==> src/rtl/lms_filter_mc.sv <==
// Multichannel time-multiplexed adaptive LMS FIR: one serial MAC walks the taps of the
// accepted channel, registers y and e, then optionally updates that channel's coefficients.
module lms_filter_mc #(
    parameter int DW   = 16,
    parameter int CW   = 16,
    parameter int TAPS = 16,
    parameter int N_CH = 2,
    localparam int CHW = (N_CH > 1) ? $clog2(N_CH) : 1
) (
    input  logic           clk,
    input  logic           nrst,
    input  logic           valid_u_in,
    input  logic           valid_d_in,
    output logic           ready_out,
    input  logic [CHW-1:0] ch_in,
    input  logic [DW-1:0]  u_in,
    input  logic [DW-1:0]  d_in,
    input  logic           mode,
    input  logic [DW-1:0]  mu_in,
    input  logic           mu_we,
    input  logic [CHW-1:0] ch_mu,
    input  logic           coef_clr,
    output logic           valid_out,
    output logic [CHW-1:0] ch_out,
    output logic [DW-1:0]  out,
    output logic [DW-1:0]  err
);
    localparam int KW  = $clog2(TAPS);
    localparam int PW  = DW + CW;
    localparam int AW  = DW + CW + KW;
    localparam int GW  = DW + 1;
    localparam int DUW = DW + 2;
    localparam int SW  = ((CW > DUW) ? CW : DUW) + 1;

    typedef enum logic [1:0] {IDLE, FILT, OUT, UPD} state_t;

    state_t                state_q;
    logic signed [DW-1:0]  x_q [N_CH][TAPS];
    logic signed [CW-1:0]  w_q [N_CH][TAPS];
    logic        [DW-1:0]  mu_q [N_CH];
    logic signed [DW-1:0]  d_q;
    logic        [CHW-1:0] ch_q;
    logic                  mode_q;
    logic        [DW-1:0]  mu_lat_q;
    logic        [KW-1:0]  k_q;
    logic signed [AW-1:0]  acc_q;
    logic signed [GW-1:0]  g_q;
    logic                  valid_out_q;
    logic        [CHW-1:0] ch_out_q;
    logic        [DW-1:0]  out_q;
    logic        [DW-1:0]  err_q;

    logic signed [DW-1:0]  x_sel;
    logic signed [CW-1:0]  w_sel;
    logic signed [AW-1:0]  acc_d;
    logic signed [AW-1:0]  y_wide;
    logic signed [DW-1:0]  y_sat;
    logic signed [DW:0]    e_wide;
    logic signed [DW-1:0]  e_sat;
    logic signed [DW:0]    mu_s;
    logic signed [GW-1:0]  g_d;
    logic signed [DUW-1:0] du_d;
    logic signed [SW-1:0]  w_sum;
    logic signed [CW-1:0]  w_d;
    logic                  ch_in_ok;
    logic                  ch_mu_ok;
    logic                  accept;
    logic                  last_k;

    // Handshake: a sample is taken on a rising edge where valid_u_in, valid_d_in and ready_out
    // are all high and ch_in names a real channel; ready_out is high only in IDLE without coef_clr.
    assign ch_in_ok  = 32'(ch_in) < 32'(N_CH);
    assign ch_mu_ok  = 32'(ch_mu) < 32'(N_CH);
    assign ready_out = nrst && (state_q == IDLE) && !coef_clr;
    assign accept    = valid_u_in && valid_d_in && ready_out && ch_in_ok;
    assign last_k    = (k_q == KW'(TAPS - 1));

    assign x_sel  = x_q[ch_q][k_q];
    assign w_sel  = w_q[ch_q][k_q];
    assign acc_d  = acc_q + AW'(PW'(w_sel) * PW'(x_sel));
    assign y_wide = acc_q >>> (CW - 1);
    assign y_sat  = (y_wide[AW-1:DW-1] == {(AW-DW+1){y_wide[AW-1]}}) ? y_wide[DW-1:0]
                  : {y_wide[AW-1], {(DW-1){~y_wide[AW-1]}}};
    assign e_wide = (DW+1)'(d_q) - (DW+1)'(y_sat);
    assign e_sat  = (e_wide[DW] == e_wide[DW-1]) ? e_wide[DW-1:0]
                  : {e_wide[DW], {(DW-1){~e_wide[DW]}}};

    // mu is an unsigned magnitude, so it gets a zero sign bit before the signed multiply.
    assign mu_s  = {1'b0, mu_lat_q};
    assign g_d   = GW'(((2*DW)'(mu_s) * (2*DW)'(e_sat)) >>> (DW - 1));
    assign du_d  = DUW'(((2*DW+1)'(g_q) * (2*DW+1)'(x_sel)) >>> (DW - 1));
    assign w_sum = SW'(w_sel) + SW'(du_d);
    assign w_d   = (w_sum[SW-1:CW-1] == {(SW-CW+1){w_sum[SW-1]}}) ? w_sum[CW-1:0]
                 : {w_sum[SW-1], {(CW-1){~w_sum[SW-1]}}};

    always_ff @(posedge clk or negedge nrst) begin
        if (!nrst) begin
            state_q     <= IDLE;
            d_q         <= '0;
            ch_q        <= '0;
            mode_q      <= 1'b0;
            mu_lat_q    <= '0;
            k_q         <= '0;
            acc_q       <= '0;
            g_q         <= '0;
            valid_out_q <= 1'b0;
            ch_out_q    <= '0;
            out_q       <= '0;
            err_q       <= '0;
            for (int c = 0; c < N_CH; c++) begin
                mu_q[c] <= '0;
                for (int k = 0; k < TAPS; k++) begin
                    x_q[c][k] <= '0;
                    w_q[c][k] <= '0;
                end
            end
        end else begin
            valid_out_q <= 1'b0;
            if (mu_we && ch_mu_ok) mu_q[ch_mu] <= mu_in;
            case (state_q)
                IDLE: begin
                    if (coef_clr) begin
                        if (ch_in_ok) begin
                            for (int k = 0; k < TAPS; k++) w_q[ch_in][k] <= '0;
                        end
                    end else if (accept) begin
                        for (int k = TAPS - 1; k > 0; k--) x_q[ch_in][k] <= x_q[ch_in][k-1];
                        x_q[ch_in][0] <= u_in;
                        d_q      <= d_in;
                        ch_q     <= ch_in;
                        mode_q   <= mode;
                        mu_lat_q <= mu_q[ch_in];
                        acc_q    <= '0;
                        k_q      <= '0;
                        state_q  <= FILT;
                    end
                end
                FILT: begin
                    acc_q <= acc_d;
                    k_q   <= k_q + KW'(1);
                    if (last_k) state_q <= OUT;
                end
                OUT: begin
                    out_q       <= y_sat;
                    err_q       <= e_sat;
                    ch_out_q    <= ch_q;
                    valid_out_q <= 1'b1;
                    g_q         <= g_d;
                    k_q         <= '0;
                    state_q     <= mode_q ? IDLE : UPD;
                end
                UPD: begin
                    w_q[ch_q][k_q] <= w_d;
                    k_q            <= k_q + KW'(1);
                    if (last_k) state_q <= IDLE;
                end
                default: state_q <= IDLE;
            endcase
        end
    end

    assign valid_out = valid_out_q;
    assign ch_out    = ch_out_q;
    assign out       = out_q;
    assign err       = err_q;
endmodule
==> config.mk <==
export PLATFORM = sky130hd
export DESIGN_NAME = lms_filter_mc
export DESIGN_NICKNAME = d
export VERILOG_FILES = /design/src/rtl/lms_filter_mc.sv
export SDC_FILE = /design/constraint.sdc
export NUM_CORES = 2
export LEC_CHECK = 0
export ABC_AREA = 1
export BUFFER_PORTS_ARGS = -buffer_cell sky130_fd_sc_hd__buf_4
export CAP_MARGIN = 20
export CORE_ASPECT_RATIO = 2
export CORE_MARGIN = 5
export CORE_UTILIZATION = 59
export DETAILED_ROUTE_END_ITERATION = 8
export PLACE_DENSITY = 0.78
export SETUP_SLACK_MARGIN = 0.1
export SLEW_MARGIN = 20
export SYNTH_ARGS = -nofsm -noshare
export SYNTH_HDL_FRONTEND = slang
export SYNTH_SLANG_ARGS = --single-unit
==> constraint.sdc <==
create_clock -name clk -period 15 [get_ports clk]
set_input_delay 1.5 -clock clk [delete_from_list [all_inputs] [get_ports clk]]
set_output_delay 1.5 -clock clk [all_outputs]
set_load 0.03 [all_outputs]
==> reports/qor.yml <==
die_h_um: 548
synthArstFlopShare_pct: 100
final_max_slew_viol_count: 0
crit_path_start_kind: "flip-flop"
clock-skew-final_ns: 0.0854
cts_resized: 0
antenna_found_initial: 6
post_cts_buffers: 0
fin_setup_tns_ns: 0
rsz0062_at_grt: "no"
path_class: "reg2reg"
hold_start: "w_q[418]$_DFFE_PN0P_"
synth_ff_type: "dfrtp_1"
viasPerCell: 6.07
min_path_type: "reg2reg"
holdPathEnd: "w_q[418]$_DFFE_PN0P_"
initial_core_util_pct: 59.4
dr.pass1.iters: 7
io_buffers: 91
grt-ovfl-total: 0
met2_usage_pct: 60.9
grt_usage_pct: 35.5
crit_required_ns: 15.67
area_growth_pct: 6.35
hold_path_depth: 2
r2r-start: "ch_q$_DFFE_PN0P_"
cp_max_fo: 251
max_stage_delay_ns: 0.89
slowest_stage: "clkinv_1"
tightest_slew_ns: 1.32
fmaxAchievable_ghz: 0.0765
remaining_drc_errors: 0
postCtsHoldBufs: 0
grt_max_degree: 252
io_pins: 92
path_common_cell: "nand2_1"
hold_viol_final: 0
die_w_um: 279
coreArea_mm2: 0.144
r2r_cells: 44
routabilityCongestion: 0.972
top_usage_layer: "met2"
drt-initial-drc-count: 8017
grt_pass1_wl_um: 428000
r2r_slack_ns: 1.93
cts_sinks: 1183
synthCells: 10500
dp_hpwl_um: 192000
die_area_mm2: 0.153
met3_usage_pct: 4.91
ys_ff_latch: 1183
synth_edf_count: 0
status: "complete, no violations"
drt-total-wl_um: 273000
cts-root-buf: "clkbuf_16"
ant_nets: 0
gr-usage-met1_pct: 38.8
seq_area_frac_synth_pct: 34.6
period_needed_ns: 13.07
final_cell_mix: "nand2_1 (2,352), inv_1 (1,396), dfrtp_1 (1,180), o21ai_0 (1,093), nor2_1 (884)"
cts_made_buffers: 107
timing.rr.end: "w_q[334]$_DFFE_PN0P_"
cts_tree: "yes"
syn_nets: 11700
crit_path_end_kind: "flip-flop"
wire_per_inst_um: 22.4
drive_gt1_share_pct: 4.57
maxCapViolCount: 0
grt_pass1_vias: 77200
final_min_period_over_clock_period_pct: 87.2
syn-cell-area_mm2: 0.0855
slew_headroom_pct: 12.1
clkLatencyLatePin_ns: 0.75
fp-row-count: 197
nets: 11400
clk_pin_slew_ns: 0.07
layout_commonest_cell: "nand2_1"
ys_warn_count: 0
via_count: 74000
setup_viol: 0
cts_max_level: 3
yosysUniqueCellTypes: 50
crit_arrival_ns: 13.74
clock_path_buffers: 3
syn_avg_cell_area_um2: 8.14
==> cell usage after synthesis, types with 5 or more instances <==
| cell type | instances | share of area [%] |
|---|---|---|
| a21o_1 | 11 | 0.097 |
| a21oi_1 | 524 | 3.1 |
| a22o_1 | 5 | 0.051 |
| a31oi_1 | 26 | 0.19 |
| buf_1 | 51 | 0.22 |
| buf_2 | 163 | 0.95 |
| buf_4 | 18 | 0.16 |
| clkbuf_1 | 387 | 1.7 |
| clkinv_1 | 22 | 0.097 |
| dfrtp_1 | 1183 | 35 |
| fa_1 | 784 | 18 |
| ha_1 | 342 | 5.0 |
| inv_1 | 1398 | 6.1 |
| inv_2 | 15 | 0.066 |
| nand2_1 | 2367 | 10 |
| nand3_1 | 778 | 4.6 |
| nand4_1 | 37 | 0.27 |
| nand4_2 | 11 | 0.16 |
| nor2_1 | 890 | 3.9 |
| nor3_1 | 22 | 0.13 |
| nor4_1 | 12 | 0.088 |
| o211ai_1 | 70 | 0.61 |
| o21a_1 | 16 | 0.14 |
| o21ai_0 | 1093 | 6.4 |
| o21ai_1 | 7 | 0.041 |
| o21bai_1 | 10 | 0.088 |
| o221ai_1 | 92 | 0.94 |
| o22ai_1 | 51 | 0.37 |
| or2_2 | 6 | 0.044 |
| xnor2_1 | 31 | 0.32 |
| xor2_1 | 44 | 0.45 |
==> sequential cells by signal (all words and copies together) (netlist names) <==
signal / flops
ch_out: 1
g_q: 17
mode_q: 1
w_q: 512
k_q: 4
out: 16
mu_q: 32
mu_lat_q: 16
d_q: 16
state_q: 2
x_q: 512
valid_out: 1
ch_q: 1
acc_q: 36
err: 16
==> stage by stage <==
| step | cell area [um2] | utilization [%] | setup slack (ns) | hold WS (ns) | instances |
|---|---|---|---|---|---|
| finish | 90900 | 63.2 | 1.93 | 0.476 | 12200 |
| global route | 90900 | 63.2 | 1.09 | 0.495 | 12200 |
| CTS | 90800 | 63.1 | 2.12 | 0.474 | 12200 |
| detailed placement | 87100 | 60.5 | 2.16 | 0.460 | 12000 |
| global placement | 87100 | 60.5 | 2.04 | 0.457 | 12000 |
| floorplan | 85500 | - | 6.01 | 0.441 | 10500 |
==> critical path: cells and delay by family (launching register included) <==
family	cells	cell delay (ns)
adders and majority gates	8	3.64
and+or+nand+nor	22	3.27
DFF	1	0.52
buffers and inverters	9	3.90
AOI/OAI and AO/OA	5	1.17
==> per-layer routing <==
layer,share of wire [%],up-vias
li1,-,32700
met5,0.0073,-
met2,50,3609
met4,11,4
met1,33,36500
met3,6.9,1196
==> how the worst max path moves through the flow <==
stage                                      from                    to  slack (ns)
after floorplan           acc_q[30]$_DFFE_PN0P_    g_q[9]$_DFFE_PN0P_        6.01
after global placement         ch_q$_DFFE_PN0P_  w_q[509]$_DFFE_PN0P_        2.04
after detailed placement       ch_q$_DFFE_PN0P_  w_q[334]$_DFFE_PN0P_        2.16
after CTS                      ch_q$_DFFE_PN0P_  w_q[334]$_DFFE_PN0P_        2.12
after global routing           ch_q$_DFFE_PN0P_   w_q[93]$_DFFE_PN0P_        1.09
final                          ch_q$_DFFE_PN0P_  w_q[334]$_DFFE_PN0P_        1.93
==> kinds of logic after synthesis <==
logic type	synth area share, %
fa+ha+maj	23.4
simple gates	19.7
xor+xnor	0.769
flops	34.6
buf+inv	9.39
compound gates	12.2
==> final cells by class <==
cell class | count | area (um2)
inverters | 1435 | 5410
repair buffers | 233 | 1880
multi-input cells | 7259 | 47900
fillers | 12400 | 53000
flip-flops and latches | 1183 | 29600
well taps | 1890 | 2360
clock buffers | 146 | 3010
clock inverters | 48 | 673
diodes | 3 | 7.51
Power is left out: the tool's default activity adds up to more than one toggle a clock period on the data nets, which glitch-free logic cannot reach.
